==> config.mk <==
export PLATFORM = sky130hd
export DESIGN_NAME = adder_arbiter
export DESIGN_NICKNAME = d
export VERILOG_FILES = /design/src/rtl/adder_arbiter.sv
export SDC_FILE = /design/constraint.sdc
export NUM_CORES = 1
export LEC_CHECK = 0
export CORE_ASPECT_RATIO = 0.5
export CORE_UTILIZATION = 25
export CTS_BUF_LIST = sky130_fd_sc_hd__clkbuf_8
export CTS_CLUSTER_SIZE = 12
export DETAILED_ROUTE_END_ITERATION = 8
export PLACE_DENSITY = 0.62
export REMOVE_ABC_BUFFERS = 1
export SLEW_MARGIN = 5
export SYNTH_ARGS = -nofsm -noshare
export SYNTH_HDL_FRONTEND = slang
export SYNTH_SLANG_ARGS = --single-unit
==> constraint.sdc <==
create_clock -name clk -period 9.8 [get_ports clk]
set_clock_uncertainty 0.2 [all_clocks]
set_input_delay 1.96 -clock clk [delete_from_list [all_inputs] [get_ports clk]]
set_output_delay 1.96 -clock clk [all_outputs]
set_load 0.005 [all_outputs]
==> src/rtl/adder_arbiter.sv <==
// Round-robin arbiter sharing one WIDTH-bit adder among N_REQ requesters.
// The result register is tagged with the winning requester's index.
//
//   state | meaning
//   EMPTY | result register free, any valid request may be granted
//   FULL  | result register holds an unconsumed result
module adder_arbiter #(
    parameter int N_REQ = 4,
    parameter int WIDTH = 32
) (
    input  logic                       clk,
    input  logic                       rst,
    input  logic [N_REQ-1:0]           req_valid,
    output logic [N_REQ-1:0]           req_ready,
    input  logic [N_REQ*WIDTH-1:0]     req_a,
    input  logic [N_REQ*WIDTH-1:0]     req_b,
    input  logic [N_REQ-1:0]           req_cin,
    output logic                       rsp_valid,
    input  logic                       rsp_ready,
    output logic [$clog2(N_REQ)-1:0]   rsp_id,
    output logic [WIDTH-1:0]           rsp_sum,
    output logic                       rsp_ovf,
    output logic                       rsp_cout
);

    localparam int ID_W = $clog2(N_REQ);

    typedef enum logic {EMPTY = 1'b0, FULL = 1'b1} state_t;

    state_t            state_q, state_d;
    logic [ID_W-1:0]   ptr_q, ptr_d;
    logic [ID_W-1:0]   id_q, id_d;
    logic [WIDTH-1:0]  sum_q, sum_d;
    logic              ovf_q, ovf_d;
    logic              cout_q, cout_d;

    logic              accept;
    logic              found;
    logic              grant;
    logic [ID_W-1:0]   gnt_idx;
    logic [ID_W-1:0]   cand;
    logic [WIDTH-1:0]  a_sel, b_sel;
    logic              cin_sel;
    logic [WIDTH:0]    sum_ext;

    // First valid requester at or after ptr, wrapping around.
    always_comb begin
        found   = 1'b0;
        gnt_idx = '0;
        cand    = '0;
        for (int i = 0; i < N_REQ; i++) begin
            cand = ID_W'((int'(ptr_q) + i) % N_REQ);
            if (!found && req_valid[cand]) begin
                found   = 1'b1;
                gnt_idx = cand;
            end
        end
    end

    assign accept = (state_q == EMPTY) || rsp_ready;
    assign grant  = accept && found;

    always_comb begin
        req_ready = '0;
        if (grant && !rst)
            req_ready[gnt_idx] = 1'b1;
    end

    always_comb begin
        a_sel   = '0;
        b_sel   = '0;
        cin_sel = 1'b0;
        for (int i = 0; i < N_REQ; i++) begin
            if (gnt_idx == ID_W'(i)) begin
                a_sel   = req_a[i*WIDTH +: WIDTH];
                b_sel   = req_b[i*WIDTH +: WIDTH];
                cin_sel = req_cin[i];
            end
        end
        sum_ext = {1'b0, a_sel} + {1'b0, b_sel} + {{WIDTH{1'b0}}, cin_sel};
    end

    always_comb begin
        state_d = state_q;
        ptr_d   = ptr_q;
        id_d    = id_q;
        sum_d   = sum_q;
        ovf_d   = ovf_q;
        cout_d  = cout_q;
        if (grant) begin
            state_d = FULL;
            id_d    = gnt_idx;
            sum_d   = sum_ext[WIDTH-1:0];
            cout_d  = sum_ext[WIDTH];
            ovf_d   = (a_sel[WIDTH-1] == b_sel[WIDTH-1]) &&
                      (sum_ext[WIDTH-1] != a_sel[WIDTH-1]);
            ptr_d   = (gnt_idx == ID_W'(N_REQ - 1)) ? '0 : gnt_idx + ID_W'(1);
        end else if (state_q == FULL && rsp_ready) begin
            state_d = EMPTY;
        end
    end

    always_ff @(posedge clk or posedge rst) begin
        if (rst) begin
            state_q <= EMPTY;
            ptr_q   <= '0;
            id_q    <= '0;
            sum_q   <= '0;
            ovf_q   <= 1'b0;
            cout_q  <= 1'b0;
        end else begin
            state_q <= state_d;
            ptr_q   <= ptr_d;
            id_q    <= id_d;
            sum_q   <= sum_d;
            ovf_q   <= ovf_d;
            cout_q  <= cout_d;
        end
    end

    assign rsp_valid = (state_q == FULL);
    assign rsp_id    = id_q;
    assign rsp_sum   = sum_q;
    assign rsp_ovf   = ovf_q;
    assign rsp_cout  = cout_q;

endmodule

======== Yosys cells after proc, flatten, opt, wreduce, memory -nomap -nowiden ========
Index checks and enable logic that the tools add are counted.
word-level totals
  memories kept ........................... 0
  bits in registers ....................... 39
  bits in latches ......................... 0
  RAM bits ................................ 0
  memory bits (read-only) ................. 0
  input port bits ......................... 267
  output and inout port bits .............. 41
cells by class
  order comparisons ....................... 6
  equality and inequality tests ........... 5
  shifts and indexed selects .............. 0
  multipliers ............................. 0
  reductions and logical operators ........ 15
  muxes and demuxes ....................... 34
  bitwise operators ....................... 1
  add/subtract/negate cells ............... 6
  div/mod/pow operators ................... 0
operators with widths
  operator             number
  $mux 32              8
  $add 32x32->33       1
  $add 33x1->33        1
  $lt 2x3->1 const B   5
  $mux 1               15
  $mux 2               5
  $bmux 1 s2           4
  $logic_and 1x1->1    8
  $add 2x1->2 const B  2
  $add 2x2->2 const B  2
  $eq 2x2->1 const B   2
  $logic_not 1->1      4
  $mux 4               1
  $demux 1 s2          1
  $eq 2x1->1 const B   1
  $ge 2x1->1 const B   1
  $logic_not 2->1      1
  $reduce_bool 2->1    1
  $eq 1x1->1           1
  $logic_or 1x1->1     1
  $ne 1x1->1           1
  $not 1->1            1

======== Longest topological paths before layout ========
  word-level depth ........................ 21
  gate-level depth with buffers ........... 22

======== Worst setup path before layout ========
No wires, ideal clock.
  path kind ............................... input port to flip-flop
  start ................................... input req_valid[3]
  end ..................................... register sum_q[28] (netlist: rsp_sum[28])
  buffers on the path ..................... 2
  path slack .............................. 3664 ps
  arrival time ............................ 5841 ps
  stages on the path ...................... 22
  path through ............................ inv_1 a22oi_1 o221ai_1 or2_2 inv_1 ha_1 clkbuf_1 clkbuf_1 a21oi_1 nor2_1 a21oi_1 nor2_1 a21oi_1 fa_1 fa_1 nor2b_1 o2111ai_1 a21oi_1 o21ai_1 a211oi_1 nor3_1 o31ai_1
between the ends
  word-level cells in the longest chain between the ends .. 19
  elaborated cells between the ends (all ways) .. 41
  classes of those cells .................. add/sub: 2; eq/ne: 3; mux: 28; reduce/logical: 8
ends and longest elaborated chain
  what                          line  source
  from (decl)                   13    input logic [N_REQ-1:0] req_valid,
  $bmux 1 s2                    53    if (!found && req_valid[cand]) begin
  $mux 1 (not written as such)  53
  $mux 1                        53
  $logic_not 1->1               53
  $logic_and 1x1->1             53
  $mux 1                        53
  $logic_not 1->1               53
  $logic_and 1x1->1             53
  $mux 1                        53
  $logic_not 1->1               53
  $logic_and 1x1->1             53
  $mux 2 (*)                    53
  via gnt_idx[0]                40    logic [ID_W-1:0] gnt_idx;
  $logic_not 2->1               74    if (gnt_idx == ID_W'(i)) begin
  $mux 32 (4 in series)         74
  $add 32x32->33                80    sum_ext = {1'b0, a_sel} + {1'b0, b_sel} + {{WIDTH{1'b0}}, cin_sel};
  $add 33x1->33 (*)             80
  to (signal assigned)          115   sum_q <= sum_d;
  to (decl)                     33    logic [WIDTH-1:0] sum_q, sum_d;
Mark *: on every way through the listed nets, which the timed path passes. The rest lies on a longest branch. The select of a mux whose other input is x is not followed.
A chain may end at the register's enable or synchronous reset.

======== Worst setup path after layout ========
  start ................................... input req_valid[0]
  end ..................................... register sum_q[19] (netlist: rsp_sum[19])
between the ends
  word-level cells in the longest chain between the ends .. 19
  elaborated cells between the ends (all ways) .. 41
  classes of those cells .................. add/sub: 2; eq/ne: 3; mux: 28; reduce/logical: 8
ends and longest elaborated chain
  what                          line
  $bmux 1 s2                    53
  $mux 1 (not written as such)  53
  $mux 1                        53
  $logic_not 1->1               53
  $logic_and 1x1->1             53
  $mux 1                        53
  $logic_not 1->1               53
  $logic_and 1x1->1             53
  $mux 1                        53
  $logic_not 1->1               53
  $logic_and 1x1->1             53
  $mux 2                        53
  $logic_not 2->1               74
  $mux 32 (4 in series)         74
  $add 32x32->33                80
  $add 33x1->33                 80
Several ways; a longest one is shown, not always the timed one. The select of a mux whose other input is x is not followed.

==> run_results.csv <==
group,metric,value,unit
outcome,status,"complete, no violations",
critical_path,rr_worst_depth,19,
yosys,synth_top_area_cell,"dfrtp_1",
layout,fin_cells,1482,
critical_path,worst-path-max-fanout,37,
power,vdd_drop_max,0.0864,mV
floorplan,dieArea,23000,um2
placed_design,io_buffers,307,
worst_hold_path,hold_path.class,"flip-flop to flip-flop",
sta,finalHoldViolCount,0,
critical_path,cpMostUsedCell,"nor2_1",
critical_path,cp_num_buf_inv,2,
layout,multiInputGateArea,4310,um2
critical_path,timing.rr.end,"rsp_sum[19]$_DFFE_PP0P_",
critical_path,cp_top_family,"simple AND/OR/NAND/NOR gates",
yosys,ys_ff_latch,39,
yosys,syn-cell-area,5590,um2
sta,maxSlewHeadroom,0.363,
detailed_routing,drtIter0Drc,488,
critical_path,regToRegStartpoint,"ptr_q[0]$_DFFE_PP0P_",
sta,finalCritPeriodShare,0.742,
power,cellPowerDensity,264,nW/um2
yosys,syn_inst,933,
placed_design,place_ws,2.26,ns
clock_network,cts_buffers,5,
sta,layout_setup_ws,2.53,ns
clock_network,clock_sinks,39,
clock_network,clock_latency,0.30,ns
detailed_routing,drtAntennaViolNets,0,
global_routing,grt_overflow_total,0,
sta,setup_viol,0,
yosys,ys_top_cells_by_area,"dfrtp_1 (17%), a21oi_1 (15%), nand2_1 (13%)",
layout,finalNetCount,1486,
worst_hold_path,hold_start,"rsp_sum[4]$_DFFE_PP0P_",
sta,fmax,0.138,GHz
yosys,synth_cell_types,56,
sta,worstMarginPinSlew,0.955,ns
sta,timing.final.crit_period,7.27,ns
clock_network,htree_levels,2,
yosys,synth_top_cell_area_share,0.175,
global_routing,grt_pass1_wl,34.9,mm
clock_network,cts_resized,0,
yosys,muxShareOfSynthArea,0.00537,
yosys,yosysWarnings,0,
global_routing,grt_max_degree,95,
detailed_routing,routedWlPerCell,15.2,um
layout,fill_cells,2325,
yosys,synthXorXnorAreaFrac,0.0298,
clock_network,root_buffer,"clkbuf_8",
clock_network,holdBufCountCts,0,
floorplan,rows,38,
yosys,synth_compound_area_frac,0.349,
floorplan,core,21800,um2
clock_network,cts_tree,"yes",
layout,diodes,0,
detailed_routing,vias,7291,
critical_path,path_depth,19,
placed_design,place_congestion,0.972,
yosys,synth-async-reset-ratio,1.00,
placed_design,dp_cells,1475,
detailed_routing,wirelength,22.6,mm
yosys,syn_avg_cell_area,5.99,um2
yosys,ys_seq_area_frac,0.175,
critical_path,endpoint_kind,"flip-flop",
clock_network,clk_pin_slew,0.08,ns
yosys,yosys-top-cells-count,"nand2_1 (190), a21oi_1 (171), nor2_1 (156)",
placed_design,place_hpwl,18.2,mm
yosys,synth_ff_type,"dfrtp_1",
global_routing,antenna_found_initial,0,
worst_hold_path,hold-path-endpoint,"rsp_sum[4]$_DFFE_PP0P_",
critical_path,worstPathRequired,9.76,ns
yosys,synth_edf_count,0,
floorplan,die_x,213,um
worst_hold_path,min_path_cells,2,
yosys,synth_top_family_by_area,"compound AO/OA/AOI/OAI gates",
detailed_routing,via_per_inst,4.92,
power,leakage,3.62,nW
detailed_routing,drtPass1Iterations,5,
critical_path,start_kind,"input pin",
critical_path,cp.arrival,7.23,ns
layout,regArea,976,um2
critical_path,cpMaxStageDelayCell,"ha_2",
layout,drive_above_1_share,0.0245,
yosys,synth_fa_ha_area_frac,0.0855,
critical_path,crit_type,"input pin to flip-flop",
sta,fin_hold_ws,0.283,ns
critical_path,critPathMaxStageDelay,0.65,ns
run,cap_violations,0,
sta,slew_viol_final,0,
placed_design,placed_area,8840,um2
layout,fin_area,8920,um2
clock_network,post_cts_buffers,0,
layout,syn_to_final_growth,59.7,%
yosys,yosys.area_share.simple,0.295,
clock_network,clk_path_buf_depth,2,
sta,rsz0062_at_grt,"false",
yosys,synth.most_common_cell,"nand2_1",
floorplan,num_io_pins,308,
global_routing,grt_pass1_vias,6713,
sta,setup_tns,0,ns
floorplan,start_util,0.257,
global_routing,grt_use_total,0.191,
detailed_routing,drc_errors,0,
floorplan,die_h,108,um
critical_path,crit_chain,"clkdlybuf4s50_1 -> nor4_1 -> or2_2 -> ha_2 -> buf_4 -> nand2_1 -> nor2_1 -> a21oi_1 -> nor2_1 -> a21oi_1 -> o21ai_0 -> ha_1 -> a21o_2 -> a311oi_2 -> nor2_1 -> or4_1 -> a31oi_1 -> xor2_1 -> o21ai_1",
critical_path,ff2ff_setup_slack,4.32,ns
layout make-up:
cell class / count / area share
sequential: 39 / 0.109
clock inverter: 1 / 0.000561
tap: 300 / 0.0421
multi-input combinational: 810 / 0.483
clock buffer: 6 / 0.00925
timing repair buffer: 315 / 0.351
inverter: 11 / 0.00463
power by group:
group / switching (mW) / total [mW] / internal (mW) / leakage, nW
logic: 1.15 / 1.95 / 0.805 / 3.09
registers: 0.0420 / 0.281 / 0.239 / 0.477
clock network: 0.0630 / 0.118 / 0.0554 / 0.0470
worst min-delay path: stages (launching register included):
cell     delay, ns
dfrtp_1       0.35
nand2_1       0.05
o21ai_0       0.06
layout by cell type (no fill, tap or decap), drive strengths merged, types with 8 or more instances in the layout:
master         count
o21ai            104
xnor2             13
nor3              12
inv               11
a21oi            172
a21o              19
nand4             12
nand2            190
buf                8
clkdlybuf4s50    307
nand3             12
dfrtp             39
nor2             156
ha                35
how the worst max path moves through the flow:
stage	startpoint	to
after floorplan	req_valid[3]	rsp_sum[28]$_DFFE_PP0P_
after global placement	req_valid[0]	rsp_sum[19]$_DFFE_PP0P_
after detailed placement	req_valid[0]	rsp_sum[19]$_DFFE_PP0P_
after CTS	req_valid[0]	rsp_sum[19]$_DFFE_PP0P_
after global routing	req_valid[3]	rsp_sum[28]$_DFFE_PP0P_
final	req_valid[0]	rsp_sum[19]$_DFFE_PP0P_
kinds of logic after synthesis:
| kind of cell | after synthesis |
|---|---|
| XOR/XNOR | 19 |
| AND/OR/NAND/NOR | 404 |
| buffers and inverters | 84 |
| adder cells (fa/ha/maj) | 37 |
| AO/OA/AOI/OAI | 347 |
| flip-flops | 39 |
| multiplexers | 3 |
metrics by stage:
stage / util / power [mW]
floorplan: - / 1.55
global placement: 0.406 / 2.20
detailed placement: 0.406 / 2.22
CTS: 0.410 / 2.35
global route: 0.410 / 2.61
finish: 0.410 / 2.35
sequential cells by signal, summed over array words and instances, names as in the netlist:
register   count
ptr_q          2
rsp_valid      1
rsp_ovf        1
rsp_cout       1
rsp_sum       32
rsp_id         2
metal layers:
layer | wire, um | part of all wire | global-route usage | vias to the layer above
met3 | 1220 | 0.054 | 0.0300 | 20
met1 | 10100 | 0.45 | 0.247 | 3323
li1 | - | - | - | 3734
met4 | 284 | 0.013 | 0.0378 | 0
met2 | 10900 | 0.48 | 0.335 | 214
met5 | 0 | 0 | 0 | -
No activity file was read; power rests on OpenSTA's default activity.
